## src/rtl/vga_sync_gen_if.sv

```systemverilog
// Pixel-fetch bus between the VGA timing stage and its pattern/framebuffer source.
// pix_rgb answers a pix_req one sys_clk cycle later.
interface vga_sync_gen_if;
   logic        pix_req;
   logic [9:0]  pix_x;
   logic [9:0]  pix_y;
   logic [11:0] pix_rgb;

   modport master (output pix_req, output pix_x, output pix_y, input pix_rgb);
   modport slave  (input pix_req, input pix_x, input pix_y, output pix_rgb);
endinterface

```

## src/rtl/vga_sync_gen.sv

```systemverilog
// VGA timing and pixel-fetch stage: pixel-tick divider, h/v counters, pixel request,
// and registered, mutually aligned h_sync / v_sync / pixel_data.
module vga_sync_gen #(
   parameter int unsigned CLK_DIV  = 4,
   parameter int unsigned H_ACTIVE = 640,
   parameter int unsigned H_FP     = 16,
   parameter int unsigned H_SYNC   = 96,
   parameter int unsigned H_BP     = 48,
   parameter int unsigned V_ACTIVE = 480,
   parameter int unsigned V_FP     = 10,
   parameter int unsigned V_SYNC   = 2,
   parameter int unsigned V_BP     = 33,
   parameter bit          SYNC_POL = 1'b0
) (
   input  logic            sys_clk,
   input  logic            sys_rst_n,
   vga_sync_gen_if.master  pix,
   output logic            frame_start,
   output logic            h_sync,
   output logic            v_sync,
   output logic [11:0]     pixel_data
);

   localparam int unsigned H_TOTAL      = H_ACTIVE + H_FP + H_SYNC + H_BP;
   localparam int unsigned V_TOTAL      = V_ACTIVE + V_FP + V_SYNC + V_BP;
   localparam int unsigned H_SYNC_START = H_ACTIVE + H_FP;
   localparam int unsigned H_SYNC_END   = H_SYNC_START + H_SYNC;
   localparam int unsigned V_SYNC_START = V_ACTIVE + V_FP;
   localparam int unsigned V_SYNC_END   = V_SYNC_START + V_SYNC;
   localparam int unsigned DIV_W        = $clog2(CLK_DIV);
   localparam int unsigned H_W          = $clog2(H_TOTAL);
   localparam int unsigned V_W          = $clog2(V_TOTAL);

   logic [DIV_W-1:0] div_cnt;
   logic [H_W-1:0]   h_cnt;
   logic [V_W-1:0]   v_cnt;
   logic             tick;
   logic             h_end;
   logic             v_end;
   logic             h_act_c;
   logic             v_act_c;
   logic             h_in_sync_c;
   logic             v_in_sync_c;

   // stage-1 snapshot of the pixel just requested, held until the next tick
   logic             s1_strb;
   logic             s1_act;
   logic             s1_hs;
   logic             s1_vs;
   // high on the cycle the source's answer is on pix_rgb
   logic             fetch_strb;

   assign tick  = (div_cnt == DIV_W'(CLK_DIV - 1));
   assign h_end = (32'(h_cnt) == H_TOTAL - 1);
   assign v_end = (32'(v_cnt) == V_TOTAL - 1);

   // Region decode of the current counter position
   always_comb begin
      h_act_c     = 1'b0;
      v_act_c     = 1'b0;
      h_in_sync_c = 1'b0;
      v_in_sync_c = 1'b0;
      if (32'(h_cnt) < H_ACTIVE) h_act_c = 1'b1;
      if (32'(v_cnt) < V_ACTIVE) v_act_c = 1'b1;
      if ((32'(h_cnt) >= H_SYNC_START) && (32'(h_cnt) < H_SYNC_END)) h_in_sync_c = 1'b1;
      if ((32'(v_cnt) >= V_SYNC_START) && (32'(v_cnt) < V_SYNC_END)) v_in_sync_c = 1'b1;
   end

   // Pixel-tick divider and raster counters
   always_ff @(posedge sys_clk or negedge sys_rst_n) begin
      if (!sys_rst_n) begin
         div_cnt <= '0;
         h_cnt   <= '0;
         v_cnt   <= '0;
      end else begin
         div_cnt <= tick ? '0 : div_cnt + DIV_W'(1);
         if (tick) begin
            if (h_end) begin
               h_cnt <= '0;
               v_cnt <= v_end ? '0 : v_cnt + V_W'(1);
            end else begin
               h_cnt <= h_cnt + H_W'(1);
            end
         end
      end
   end

   // Stage 1: pixel request, coordinates, frame marker and region snapshot
   always_ff @(posedge sys_clk or negedge sys_rst_n) begin
      if (!sys_rst_n) begin
         pix.pix_req <= 1'b0;
         pix.pix_x   <= '0;
         pix.pix_y   <= '0;
         frame_start <= 1'b0;
         s1_strb     <= 1'b0;
         s1_act      <= 1'b0;
         s1_hs       <= ~SYNC_POL;
         s1_vs       <= ~SYNC_POL;
      end else begin
         pix.pix_req <= tick & h_act_c & v_act_c;
         frame_start <= tick & (h_cnt == '0) & (v_cnt == '0);
         s1_strb     <= tick;
         if (tick) begin
            pix.pix_x <= 10'(h_cnt);
            pix.pix_y <= 10'(v_cnt);
            s1_act    <= h_act_c & v_act_c;
            s1_hs     <= h_in_sync_c ? SYNC_POL : ~SYNC_POL;
            s1_vs     <= v_in_sync_c ? SYNC_POL : ~SYNC_POL;
         end
      end
   end

   // Stage 2: capture source data and launch syncs together so all pin edges align
   always_ff @(posedge sys_clk or negedge sys_rst_n) begin
      if (!sys_rst_n) begin
         fetch_strb <= 1'b0;
         pixel_data <= '0;
         h_sync     <= ~SYNC_POL;
         v_sync     <= ~SYNC_POL;
      end else begin
         fetch_strb <= s1_strb;
         if (fetch_strb) begin
            pixel_data <= s1_act ? pix.pix_rgb : 12'h000;
            h_sync     <= s1_hs;
            v_sync     <= s1_vs;
         end
      end
   end

endmodule

```

## src/flat_wrapper.sv

```systemverilog
// flat-port wrapper written by rule: the top's interface ports become plain ports
module vga_sync_gen_flat 
#(
   parameter int unsigned CLK_DIV  = 4,
   parameter int unsigned H_ACTIVE = 640,
   parameter int unsigned H_FP     = 16,
   parameter int unsigned H_SYNC   = 96,
   parameter int unsigned H_BP     = 48,
   parameter int unsigned V_ACTIVE = 480,
   parameter int unsigned V_FP     = 10,
   parameter int unsigned V_SYNC   = 2,
   parameter int unsigned V_BP     = 33,
   parameter bit          SYNC_POL = 1'b0
)
  (sys_clk, sys_rst_n, frame_start, h_sync, v_sync, pixel_data, pix_pix_req, pix_pix_x, pix_pix_y, pix_pix_rgb);
  vga_sync_gen_if pix_i ();
  input  logic sys_clk;
  input  logic sys_rst_n;
  output logic frame_start;
  output logic h_sync;
  output logic v_sync;
  output logic [11:0] pixel_data;
  output wire logic [$bits(pix_i.pix_req)-1:0] pix_pix_req;
  output wire logic [$bits(pix_i.pix_x)-1:0] pix_pix_x;
  output wire logic [$bits(pix_i.pix_y)-1:0] pix_pix_y;
  input wire logic [$bits(pix_i.pix_rgb)-1:0] pix_pix_rgb;
  assign pix_pix_req = pix_i.pix_req;
  assign pix_pix_x = pix_i.pix_x;
  assign pix_pix_y = pix_i.pix_y;
  assign pix_i.pix_rgb = pix_pix_rgb;
  vga_sync_gen #(.CLK_DIV(CLK_DIV), .H_ACTIVE(H_ACTIVE), .H_FP(H_FP), .H_SYNC(H_SYNC), .H_BP(H_BP), .V_ACTIVE(V_ACTIVE), .V_FP(V_FP), .V_SYNC(V_SYNC), .V_BP(V_BP), .SYNC_POL(SYNC_POL)) u_core (.sys_clk(sys_clk), .sys_rst_n(sys_rst_n), .pix(pix_i), .frame_start(frame_start), .h_sync(h_sync), .v_sync(v_sync), .pixel_data(pixel_data));
endmodule
```

## config.mk

```make
export PLATFORM = sky130hd
export DESIGN_NAME = vga_sync_gen_flat
export DESIGN_NICKNAME = d
export VERILOG_FILES = /design/src/rtl/vga_sync_gen_if.sv /design/src/rtl/vga_sync_gen.sv /design/src/flat_wrapper.sv
export SDC_FILE = /design/constraint.sdc
export NUM_CORES = 1
export LEC_CHECK = 0
export BUFFER_PORTS_ARGS = -buffer_cell sky130_fd_sc_hd__buf_2
export CAP_MARGIN = 30
export CORE_ASPECT_RATIO = 0.8
export CORE_MARGIN = 5
export CORE_UTILIZATION = 55
export CTS_CLUSTER_DIAMETER = 30
export DETAILED_ROUTE_END_ITERATION = 6
export PLACE_DENSITY_LB_ADDON = 0.08
export SYNTH_ARGS = -nofsm -noshare
export SYNTH_HDL_FRONTEND = slang
export SYNTH_SLANG_ARGS = --single-unit
```

## constraint.sdc

```tcl
create_clock -name sys_clk -period 2.58 [get_ports sys_clk]
set_input_delay 0.387 -clock sys_clk [delete_from_list [all_inputs] [get_ports sys_clk]]
set_output_delay 0.387 -clock sys_clk [all_outputs]
set_load 0.02 [all_outputs]
```

==> results by group <==
Run status
  • Status: finished clean

Clock network
  • CTS Buf Count: 9
  • Cts hold-fix bufs: 0
  • CTS root buffer: clkbuf_8
  • Longest Clk Path Bufs: 2
  • Htree depth: 3
  • CTS resizes: 0
  • Setup Fix Bufs, Post-CTS: 0
  • Clock transition at path regs: roughly 0.07 ns
  • Worst skew pair latency: roughly 0.34 ns
  • CTS tree: done
  • Clk sink count: 63

Setup path
  • CP Data Arrival Time: 2.45 ns
  • Top fanout value on the critical path: 8
  • Setup CP Type: flip-flop to flip-flop
  • CP Data Required Time: roughly 2.8 ns
  • Endpoint type of the worst setup path: flip-flop
  • Worst setup SP type: flip-flop

Logic synthesis
  • Syn avg cell area: 11.6 sq um
  • Post-Synthesis Cells: roughly 240
  • Top_reg_cell synth: dfrtp_1
  • Synth async-reset ratio: 100%
  • #FFs+latches synth: 63
  • Cell with the most instances after synthesis: dfrtp_1
  • Post-synth top cells: dfrtp_1 (59), mux2_2 (22), nand3_1 (20)
  • Yosys top cell area share: between 50% and 60%
  • Register area share after synthesis: about 58%
  • Library cells used by synthesis: 40
  • Cell Area, Synth: 2730 sq um
  • Cell taking the most area after synthesis: dfrtp_1
  • Syn Nets: approximately 260
  • Ys Warns: 0
  • EDFF count, synth: 0
  • Ranking of synthesized cells by area: dfrtp_1 (54%), mux2_2 (9.1%), dfstp_2 (3.9%), nand3_1 (3.7%), o21ai_0 (3.1%)

Routing
  • Final WL: approximately 5.1 mm
  • Initial DRC Count: 99
  • Vias per cell: ~5.4
  • # DRC: 0
  • First drt pass iteration count: 4
  • Number of antenna-violating nets in the routed design: 0
  • DR vias: 1884
  • WL/cell: ~15 microns

Timing
  • Worst Hold Slack: between 0.07 and 0.08 ns
  • Final Critical Period: 2.19 ns
  • Worst-margin pin slew: approximately 0.65 ns
  • Period utilization: a little over four fifths
  • RSZ-0062 raised after global routing: no
  • Max Slew Vio Count: 0
  • # setup viols final: 0
  • Max-slew headroom at the worst pin: between 50 and 60%
  • Final Hold Viols: 0
  • TNS Setup: 0 ns
  • Clk_skew: 0.00378 ns
  • FMAX: between 400 and 500 MHz

Power and ir drop
  • Peak supply drop: about 0.54 mV
  • Power Dens Cells: 632 nW/um^2
  • Leakage power: 0.00164 uW

Hold path
  • Worst hold-check path type: input pin to async pin

Die
  • Starting Density: 58.3%
  • Die extent in y: 73.0 microns
  • Core Rows: 22
  • Placeable core region: 4680 sq um
  • Number of I/O pins: 50
  • Chip width: between 80 and 90 microns
  • Die ar.: 6470 sq um

Global route
  • Largest net degree at the start of global routing: 36
  • Global-route wire length before repair: ~9 mm
  • GRT Total Usage: a little under a fifth
  • Initial antenna violation count: 0
  • Grt ovf: 0
  • Vias in the first global route: between 1500 and 2000

Final layout
  • Area Growth Syn to Fin: 17.8%
  • ANT cells: 0
  • Fraction of layout cells with a size suffix above 1: 34.8%
  • Final nets: a little over 300

Placement
  • Placer Congestion: 0.756
  • Hpwl dp: around 3.6 mm
  • Port Buffers: ~50

Run
  • Max cap viols: 0
==> through the flow <==
step	setup WS, ns	instance area, sq um	util (%)	total power [uW]	cells
after floorplan	0.605	2730	-	1040	236
after detailed placement	0.432	2980	63.7	1090	334
after global placement	0.523	2980	63.7	1090	334
after CTS	0.421	3210	68.6	2050	350
after global routing	0.250	3210	68.6	2110	350
final	0.393	3210	68.6	2030	350
==> cell usage in the layout (no fill, tap or decap), types with 4 or more instances in the layout <==
cell	instances
clkbuf_8	11
o21ai_0	17
buf_4	4
nand2_1	8
nand3_1	20
buf_2	49
ha_1	5
mux2_2	22
nor4_1	4
dfrtp_1	59
dfstp_2	4
nor2_1	10
inv_1	18
xnor2_1	5
a21oi_1	5
nand4_1	7
xor2_1	5
nor3_1	5
==> state kept, by name, indices dropped and copies added, names as in the netlist <==
name and count:
u_core.h_cnt 10, u_core.pix.pix_x 10, u_core.div_cnt 2, u_core.fetch_strb 1
u_core.s1_hs 1, u_core.v_cnt 10, u_core.s1_vs 1, u_core.s1_act 1
u_core.pix.pix_y 10, u_core.pixel_data 12, u_core.h_sync 1, u_core.s1_strb 1
u_core.v_sync 1, u_core.frame_start 1, u_core.pix.pix_req 1
==> worst paths after layout <==
check / depth (start not counted) / to / from / slack, ns
min in group sys_clk: 3 / u_core.pixel_data[5] / pix_pix_rgb[5] / 0.29
min reg2reg: 0 / u_core.fetch_strb / u_core.s1_strb / 0.35
max reg2reg: 5 / u_core.v_cnt[9] / u_core.h_cnt[0] / 0.39
max: 5 / u_core.v_cnt[9] / u_core.h_cnt[0] / 0.39
min: 1 / u_core.pixel_data[1] / sys_rst_n / 0.07
max in group asynchronous: 2 / u_core.s1_vs / sys_rst_n / 1.78
==> per-layer routing <==
layer  wire length (microns)  up-vias  global-route usage, %
li1                        -      918                      -
met1                    2420      903                   25.3
met2                    2200       53                   25.9
met3                     399       10                   6.09
met4                      87        0                   7.55
met5                       0        -                      0
==> power by group <==
group	leakage [uW]	switching (uW)	total, uW	internal (uW)
clock	0.000112	368	962	594
sequential	0.000799	4.34	1000	998
combinational	0.000729	42.8	63.9	21.1
==> cells by family (layout without fill, tap and decap cells) <==
kind of cell	after synthesis	in the layout	share of synthesized area (%)
AOI/OAI and AO/OA	29	29	5.83
xor gates and xnor gates	10	10	3.21
adders and majority gates	5	5	2.29
buffers and inverters	33	87	6.06
DFF	63	63	58.0
muxes	23	23	9.45
and+or+nand+nor	73	73	15.1
==> layout make-up <==
type / count / area (sq um)
clock inverters: 5 / 80.1
inverters: 18 / 67.6
flip-flops and latches: 63 / 1580
fillers: 379 / 1470
clock buffers: 11 / 151
multi-input cells: 140 / 980
well taps: 60 / 75.1
repair buffers: 53 / 275
==> critical path, stage by stage, from the launching register on <==
cell and delay [ns]:
dfrtp_1 0.48, ha_1 0.26, nand4_1 0.25, or3_1 0.47
or4_1 0.49, a21oi_1 0.16
No activity file was read; power rests on OpenSTA's default activity.
